`src/rtl/sprite_mask_bank.sv`:
```
// Double-buffered per-object opacity masks: a serial pixel stream fills the back bank,
// a frame-swap pulse promotes completed masks, and a registered lookup reads the front bank.
module sprite_mask_bank #(
  parameter int NUM_OBJ  = 4,
  parameter int SPRITE_W = 16,
  parameter int SPRITE_H = 16,
  parameter int ID_W     = 3
) (
  input  logic                                i_clk,
  input  logic                                i_rst_n,
  input  logic                                i_load_start,
  input  logic [ID_W-1:0]                     i_load_obj,
  input  logic                                i_pix_valid,
  input  logic                                i_pix_opacity,
  output logic                                o_load_busy,
  output logic                                o_load_done,
  output logic                                o_load_err,
  input  logic                                i_frame_swap,
  input  logic                                i_q_valid,
  input  logic [ID_W-1:0]                     i_q_obj,
  input  logic signed [$clog2(SPRITE_W)+1:0]  i_q_x,
  input  logic signed [$clog2(SPRITE_H)+1:0]  i_q_y,
  output logic                                o_q_valid,
  output logic                                o_q_opaque
);

  localparam int XW    = $clog2(SPRITE_W) + 2;
  localparam int YW    = $clog2(SPRITE_H) + 2;
  localparam int NPIX  = SPRITE_W * SPRITE_H;
  localparam int PCW   = $clog2(NPIX);
  localparam int OBJ_W = (NUM_OBJ > 1) ? $clog2(NUM_OBJ) : 1;

  localparam logic [PCW-1:0]       LAST_PIX = PCW'(NPIX - 1);
  localparam logic [ID_W:0]        OBJ_LIM  = (ID_W + 1)'(NUM_OBJ);
  localparam logic signed [XW-1:0] X_LIM    = XW'(SPRITE_W);
  localparam logic signed [YW-1:0] Y_LIM    = YW'(SPRITE_H);

  typedef enum logic [1:0] {IDLE, LOAD, DONE} state_t;

  state_t             state_reg;
  logic [OBJ_W-1:0]   obj_reg;
  logic [PCW-1:0]     pc_reg;
  logic               busy_reg;
  logic               done_reg;
  logic               err_reg;
  logic [NUM_OBJ-1:0] sel_reg;
  logic [NUM_OBJ-1:0] dirty_reg;
  logic               q_valid_reg;
  logic               q_opaque_reg;

  logic               load_obj_ok;
  logic               start_ok;
  logic               wr_en;
  logic               q_in_range;
  logic [PCW-1:0]     q_addr;
  logic [NUM_OBJ-1:0] front_bit;

  assign load_obj_ok = ({1'b0, i_load_obj} < OBJ_LIM);
  assign start_ok    = (state_reg == IDLE) && i_load_start && load_obj_ok;
  assign wr_en       = (state_reg == LOAD) && i_pix_valid;

  always_ff @(posedge i_clk or negedge i_rst_n) begin
    if (!i_rst_n) begin
      state_reg <= IDLE;
      obj_reg   <= '0;
      pc_reg    <= '0;
      busy_reg  <= 1'b0;
      done_reg  <= 1'b0;
      err_reg   <= 1'b0;
    end else begin
      err_reg  <= i_load_start && !start_ok;
      done_reg <= 1'b0;
      case (state_reg)
        IDLE: begin
          if (start_ok) begin
            state_reg <= LOAD;
            obj_reg   <= i_load_obj[OBJ_W-1:0];
            pc_reg    <= '0;
            busy_reg  <= 1'b1;
          end
        end
        LOAD: begin
          if (i_pix_valid) begin
            pc_reg <= pc_reg + 1'b1;
            if (pc_reg == LAST_PIX) begin
              state_reg <= DONE;
              busy_reg  <= 1'b0;
              done_reg  <= 1'b1;
            end
          end
        end
        DONE:    state_reg <= IDLE;
        default: state_reg <= IDLE;
      endcase
    end
  end

  // Swap is evaluated before the DONE-cycle dirty set, so a swap landing on DONE misses it.
  always_ff @(posedge i_clk or negedge i_rst_n) begin
    if (!i_rst_n) begin
      sel_reg   <= '0;
      dirty_reg <= '0;
    end else begin
      for (int k = 0; k < NUM_OBJ; k++) begin
        if (i_frame_swap && dirty_reg[k]) begin
          sel_reg[k]   <= ~sel_reg[k];
          dirty_reg[k] <= 1'b0;
        end
      end
      if (start_ok)
        dirty_reg[i_load_obj[OBJ_W-1:0]] <= 1'b0;
      if (state_reg == DONE)
        dirty_reg[obj_reg] <= 1'b1;
    end
  end

  assign q_addr = PCW'(int'(i_q_y) * SPRITE_W + int'(i_q_x));

  genvar gi;
  generate
    for (gi = 0; gi < NUM_OBJ; gi++) begin : g_obj
      logic [NPIX-1:0] bank_reg [2];

      always_ff @(posedge i_clk or negedge i_rst_n) begin
        if (!i_rst_n) begin
          bank_reg[0] <= '0;
          bank_reg[1] <= '0;
        end else if (wr_en && (obj_reg == OBJ_W'(gi))) begin
          bank_reg[~sel_reg[gi]][pc_reg] <= i_pix_opacity;
        end
      end

      assign front_bit[gi] = bank_reg[sel_reg[gi]][q_addr];
    end
  endgenerate

  assign q_in_range = !i_q_x[XW-1] && (i_q_x < X_LIM) &&
                      !i_q_y[YW-1] && (i_q_y < Y_LIM) &&
                      ({1'b0, i_q_obj} < OBJ_LIM);

  always_ff @(posedge i_clk or negedge i_rst_n) begin
    if (!i_rst_n) begin
      q_valid_reg  <= 1'b0;
      q_opaque_reg <= 1'b0;
    end else begin
      q_valid_reg <= i_q_valid;
      if (i_q_valid)
        q_opaque_reg <= q_in_range && front_bit[i_q_obj[OBJ_W-1:0]];
    end
  end

  assign o_load_busy = busy_reg;
  assign o_load_done = done_reg;
  assign o_load_err  = err_reg;
  assign o_q_valid   = q_valid_reg;
  assign o_q_opaque  = q_opaque_reg;

endmodule

```
`config.mk`:
```
export PLATFORM = sky130hd
export DESIGN_NAME = sprite_mask_bank
export DESIGN_NICKNAME = d
export VERILOG_FILES = /design/src/rtl/sprite_mask_bank.sv
export SDC_FILE = /design/constraint.sdc
export NUM_CORES = 2
export LEC_CHECK = 0
export ABC_AREA = 1
export BUFFER_PORTS_ARGS = -buffer_cell sky130_fd_sc_hd__buf_2
export CAP_MARGIN = 20
export CORE_MARGIN = 5
export CORE_UTILIZATION = 32
export CTS_CLUSTER_DIAMETER = 50
export DETAILED_ROUTE_END_ITERATION = 12
export HOLD_SLACK_MARGIN = 0.1
export SLEW_MARGIN = 20
export SYNTH_ARGS = -nofsm -noshare
export SYNTH_HDL_FRONTEND = slang
export SYNTH_SLANG_ARGS = --single-unit
```
`constraint.sdc`:
```
create_clock -name i_clk -period 2.1 [get_ports i_clk]
set_input_delay 0.42 -clock i_clk [delete_from_list [all_inputs] [get_ports i_clk]]
set_output_delay 0.42 -clock i_clk [all_outputs]
set_load 0.01 [all_outputs]
```
# Word-level counts from Yosys, hierarchy flattened
# Cells that the tools add are included.
# word_totals
regBits	2073
latchBits	0
ramBits	0
romBits	0
output_inout_bits	5
memories	0
# classes
addsub	2
mul	0
n_div	0
n_lt_le_gt_ge	24
n_eq_ne	9
shift	0
muxes	60
n_bitwise	15
n_reduce_logical	34
# ops
op	count
2-to-1 mux 256 bit	16
bitwise mux 512 bit	4
demux 256 bit (select 1 bit)	4
binary-select mux 1 bit (select 8 bit)	4
logical AND 1 bit	24
< comparator 8 x 9 -> 1 bit (second input constant)	2
2-to-1 mux 1 bit	18
greater-or-equal comparator 2 bit (second input constant)	8
2-to-1 mux 8 bit	2
NOT 1 -> 2 bit	8
case mux 8 bit (2 select lines)	1
< comparator 6 bit (second input constant)	2
< comparator 2 x 3 -> 1 bit (second input constant)	3
adder 8 x 1 -> 8 bit (second input constant)	1
adder 8 x 6 -> 8 bit	1
demux 1 bit (select 8 bit)	1
equality test 8 bit (second input constant)	1
greater-or-equal comparator 8 x 1 -> 1 bit (second input constant)	1
< comparator 2 x 1 -> 1 bit (second input constant)	4
2-to-1 mux 4 bit	2
equality test 2 bit (second input constant)	3
< comparator 3 bit (second input constant)	2
2-to-1 mux 2 bit	3
AND reduction 3 bit	2
other kinds (17)	27

# Depth between registers and ports, before layout
# logic_depth
depth_word	9
mapped_depth	18

# Worst setup path after synthesis
# Ideal clock, no wire load.
# synth_path
path_type	input-to-reg
from	input i_q_x[4]
to	register q_opaque_reg, in the netlist o_q_opaque
setup_ns	0.065
arrival_time_ns	2.123
required_time_ns	2.035
setup_slack_ns	-0.087
path_stages	11
n_path_buf	0
path_cell_list	ha_1 fa_1 xnor2_1 inv_1 nand3_1 nand3_1 nand3_1 nand2_1 nand2_1 nand3_1 nand2_1
# synth_between
elab_chain_cells	6
elab_cells_between_ends	17
# synth_rtl
element	line	text
start: declaration	21	input logic signed [$clog2(SPRITE_W)+1:0] i_q_x,
adder 8 x 6 -> 8 bit / < comparator 6 bit (equally long branches)	117, 137	
binary-select mux 1 bit (select 8 bit) / logical AND 1 bit (equally long branches)	133, 137	
2-to-1 mux 1 bit (not written as such) / logical AND 1 bit (equally long branches)	133, 137	
binary-select mux 1 bit (select 2 bit) / logical AND 1 bit (equally long branches)	148, 138	
2-to-1 mux 1 bit (not written as such) / logical AND 1 bit (equally long branches)	148, 138	
logical AND 1 bit (*)	148	q_opaque_reg <= q_in_range && front_bit[i_q_obj[OBJ_W-1:0]];
end signal: assignment	148	
end: declaration	49	logic q_opaque_reg;
# Every way passes the cells marked *; elsewhere a longest branch is shown, timed or not. The select of a mux whose other input is x is not followed.
# A chain may end at the register's enable or synchronous reset.

# Worst setup path in the final report
# layout_path
from	register sel_reg[2]
to	register q_opaque_reg, in the netlist o_q_opaque
# layout_between
elab_chain_cells	9
# layout_rtl
element	line	text
start: declaration	46	logic [NUM_OBJ-1:0] sel_reg;
start signal: indexed assignment	106	sel_reg[k] <= ~sel_reg[k];
NOT 1 -> 2 bit (not written as such)	133	assign front_bit[gi] = bank_reg[sel_reg[gi]][q_addr];
2-to-1 mux 256 bit (not written as such) (3 in a row)	133	
binary-select mux 1 bit (select 8 bit)	133	
2-to-1 mux 1 bit (not written as such)	133	
binary-select mux 1 bit (select 2 bit)	148	
2-to-1 mux 1 bit (not written as such)	148	
logical AND 1 bit	148	
# No other way between the ends. The select of a mux whose other input is x is not followed.

==> results.md <==
- Fmax: 364 MHz
- Crit Path Max Fanout: 22
- Root Driver: clkbuf_16
- Compound-Gate Fraction of Synth Area: 18.1%
- Layout area overhead: 33.0%
- Clock Latency Late Sink: 0.89 ns
- GRT Overall Usage: a little under a quarter
- First-pass GRT wire length: 613 mm
- Layout cells sized above 1: 22.0%
- Vias in the first global route: 95.5k
- Final net count: approximately 14k
- Int Power: slightly above 80 mW
- Fin. max-slew vios: 0
- Maxcap violations: 0
- Standard-cell rows: 209
- Initial antenna violation count: 10
- WL/cell: around 23 um
- Worst vdd ir: between 0.7 and 0.8 mV
- Number of cells on the worst reg-to-reg path: 18
- Synth Warn #: 0
- WP data required: 2.85 ns
- TritonCTS clock tree: done
- Leakage: 58.4 nW
- Placer Congestion: about 0.90
- Cell area after synthesis: 0.104 mm^2
- Clock Skew: 0.0570 ns
- Unrepaired setup endpoints after global routing: true
- Register share of total power: 34.7%
- Switching Share: 32.7%
- Comb pwr share: 25.2%
- Drt drc: 0
- Synth area leaders: dfrtp_1 (50%), a21oi_1 (9.9%), nand3_1 (9.9%), a31oi_1 (8.1%), nand2_1 (7.5%)
- Clock share of power: about two fifths
- Syn_nets: 13.0k
- Die area: 0.335 mm^2
- Pre-Repair DR Iteration Count: 8
- Synthesis-stage register bit count: 2,073
- Drt initial violations: 13.2k
- CP endpoint kind: register
- Total grt overflow: 0
- Core Region: roughly 0.32 mm^2
- CTS buffer count: 282
- Worst setup SP type: register
- Post-Synth Simple-Gate Area: 23.8%
- Dpl ws: -1.04 ns
- Final min period: 2.74 ns
- Dpl hpwl: 256 mm
- Top cell type's share of synthesized area: 50.0%
- CTS Sinks: 2,073
- Count of cell types in the netlist: 34
- # IOs: 30
- Setup TNS: -69.53 ns
- Max reg flops: 2,048
- Final setup viols: 850
- XOR/XNOR Fraction of Synth Area: 0.0676%
- Fin. Hold Viols: 0
- Pwr per Cell Area: roughly 880 mW/mm^2
- Routed vias/inst: roughly 5.7
- Final design utilization: 42.6%
- Endpoint arrival time on the critical path: 3.49 ns
- Slew HR: 48.7%
- Hold Path Class: in -> reg
- Worst hold stages: 6
- Post-Syn Instances: about 13k
- Initial Util: around 32%
- Vias: 103k
- Worst Path Class, Setup: reg -> reg
- Area leader, netlist: dfrtp_1
- Adder-Cell Fraction of Synth Area: 0.104%
- Main combinational cell family by area after synthesis: simple AND/OR/NAND/NOR gates
- Worst setup margin: -0.644 ns
- Failing checks: setup timing
- Design Area, Final: 0.138 mm^2
- Max Buffers Root-to-Sink: 4
- Chip height: 579 um
- Post-route ant nets: 0
- Post-DP Area: ~0.12 mm^2
- Multiplexer area fraction after synthesis: 0%
- Largest net degree at the start of global routing: around 130
- NetSw: a little under 40 mW
- Mean Syn Cell Area: approximately 8 um^2
- Fill cell count: 31.3k
- Die Span X: 579 um
- Final WL: 424 mm
- IO buf count: 29
- Outcome: complete, but fails checks
- Sequential area share after synthesis: between 50% and 60%
- Period utilisation layout: 131%
- Clock-pin slew on the worst setup and hold paths: 0.05 ns
- Htree depth: 5
- Worst-Margin Slew: 0.770 ns
==> cell type report <==
type | instances | area (um^2) | area share [%]
Inverter | 303 | 1310 | 0.952
Timing Repair inverter | 2 | 20.0 | 0.0145
Antenna cell | 12 | 30.0 | 0.0218
Multi-Input combinational cell | 9285 | 48500 | 35.2
Timing Repair Buffer | 1675 | 21400 | 15.5
Sequential cell | 2073 | 51900 | 37.6
Clock buffer | 369 | 7910 | 5.74
Clock inverter | 120 | 1360 | 0.989
Tap cell | 4325 | 5410 | 3.93
==> path summary, 6_finish.rpt <==
check | start | endpoint | slack [ns]
min in group asynchronous | i_rst_n | g_obj[3].bank_reg[202] | 0.14
worst max-delay path | sel_reg[2] | o_q_opaque | -0.64
worst min-delay path | i_q_x[4] | o_q_opaque | 0.13
max in group asynchronous | i_rst_n | g_obj[3].bank_reg[12] | 0.97
worst min register to register | g_obj[1].bank_reg[482] | g_obj[1].bank_reg[482] | 0.52
worst max register to register | sel_reg[2] | o_q_opaque | -0.64
==> placed cells by master, fill, tap and decap left out, drive strengths merged, types with 2 or more instances in the layout <==
cell / n
nand2: 2073
dfrtp: 2073
a21oi: 2054
nand3: 2047
nor2: 1722
buf: 1596
a31oi: 1347
clkbuf: 428
inv: 315
clkinv: 63
clkinvlp: 27
bufinv: 20
o21ai: 14
dlygate4sd3: 13
diode: 12
ha: 7
bufbuf: 6
xor2: 5
nor3: 4
xnor2: 3
o211ai: 2
==> logic make-up after synthesis <==
group | count (synthesis)
buffers and inverters | 1605
XOR/XNOR | 8
AND/OR/NAND/NOR | 5847
adder cells (fa/ha/maj) | 8
AO/OA/AOI/OAI | 3420
flip-flops | 2073
==> worst max-delay path, stage by stage, from the launching register on <==
cell and delay, ns:
dfrtp_4 0.57, buf_4 0.18, buf_4 0.18, buf_12 0.18, nand2_1 0.08, nand3_1 0.08, nand3_1 0.13, nand3_2 0.13
nand3_2 0.11, nand3_1 0.13, nand3_2 0.13, nand3_4 0.10, buf_4 0.16, nand3_1 0.10, nand3_1 0.08, nand2_1 0.08
nand2_1 0.05, nand3_1 0.07, nand2_1 0.05
==> repair_timing <==
item | CTS | global route
hold buffers | 13 | 0
setup endpoints to repair | 1183 | 1547
resized for setup | 861 | 762
buffers inserted | 89 | 199
hold endpoints to repair | 856 | 0
cloned | 59 | 69
pin swaps | 52 | 120
==> power by group through the flow <==
stage          sequential, mW  clock (mW)  combinational [mW]
2_1_floorplan            42.4           0                10.6
3_3_place_gp             42.7           0                22.4
3_5_place_dp             42.7           0                22.3
4_1_cts                  42.0        49.0                25.9
5_1_grt                  42.1        50.5                31.2
6_report                 42.0        48.5                30.6
==> metrics by stage <==
| stage | hold WS [ns] | instances | power, mW |
|---|---|---|---|
| 3_3_place_gp | 0.413 | 17300 | 65.0 |
| 4_1_cts | 0.110 | 17900 | 117 |
| 5_1_grt | 0.141 | 18200 | 124 |
| 6_report | 0.129 | 18200 | 121 |
| 3_5_place_dp | 0.413 | 17300 | 65.0 |
| 2_1_floorplan | 0.124 | 13000 | 53.0 |
==> cell usage after synthesis, drive strengths merged <==
cell        n
a2111oi     1
a21oi    2054
a31oi    1347
buf       915
clkbuf    387
dfrtp    2073
fa          1
ha          7
inv       303
nand2    2073
nand3    2047
nor2     1720
nor3        4
nor4        1
o211ai      2
o21ai      14
o22ai       1
o311ai      1
or2         1
or4         1
xnor2       3
xor2        5
==> metal layers <==
metal | wire length [um] | track usage (%) | share of wire, % | up-vias
li1 | - | - | - | 46300
met1 | 175000 | 32.9 | 41 | 50000
met2 | 184000 | 34.9 | 43 | 5629
met3 | 45400 | 4.64 | 11 | 1017
met4 | 19900 | 9.58 | 4.7 | 0
met5 | 0 | 0 | 0 | -
No activity file was read; power rests on OpenSTA's default activity.
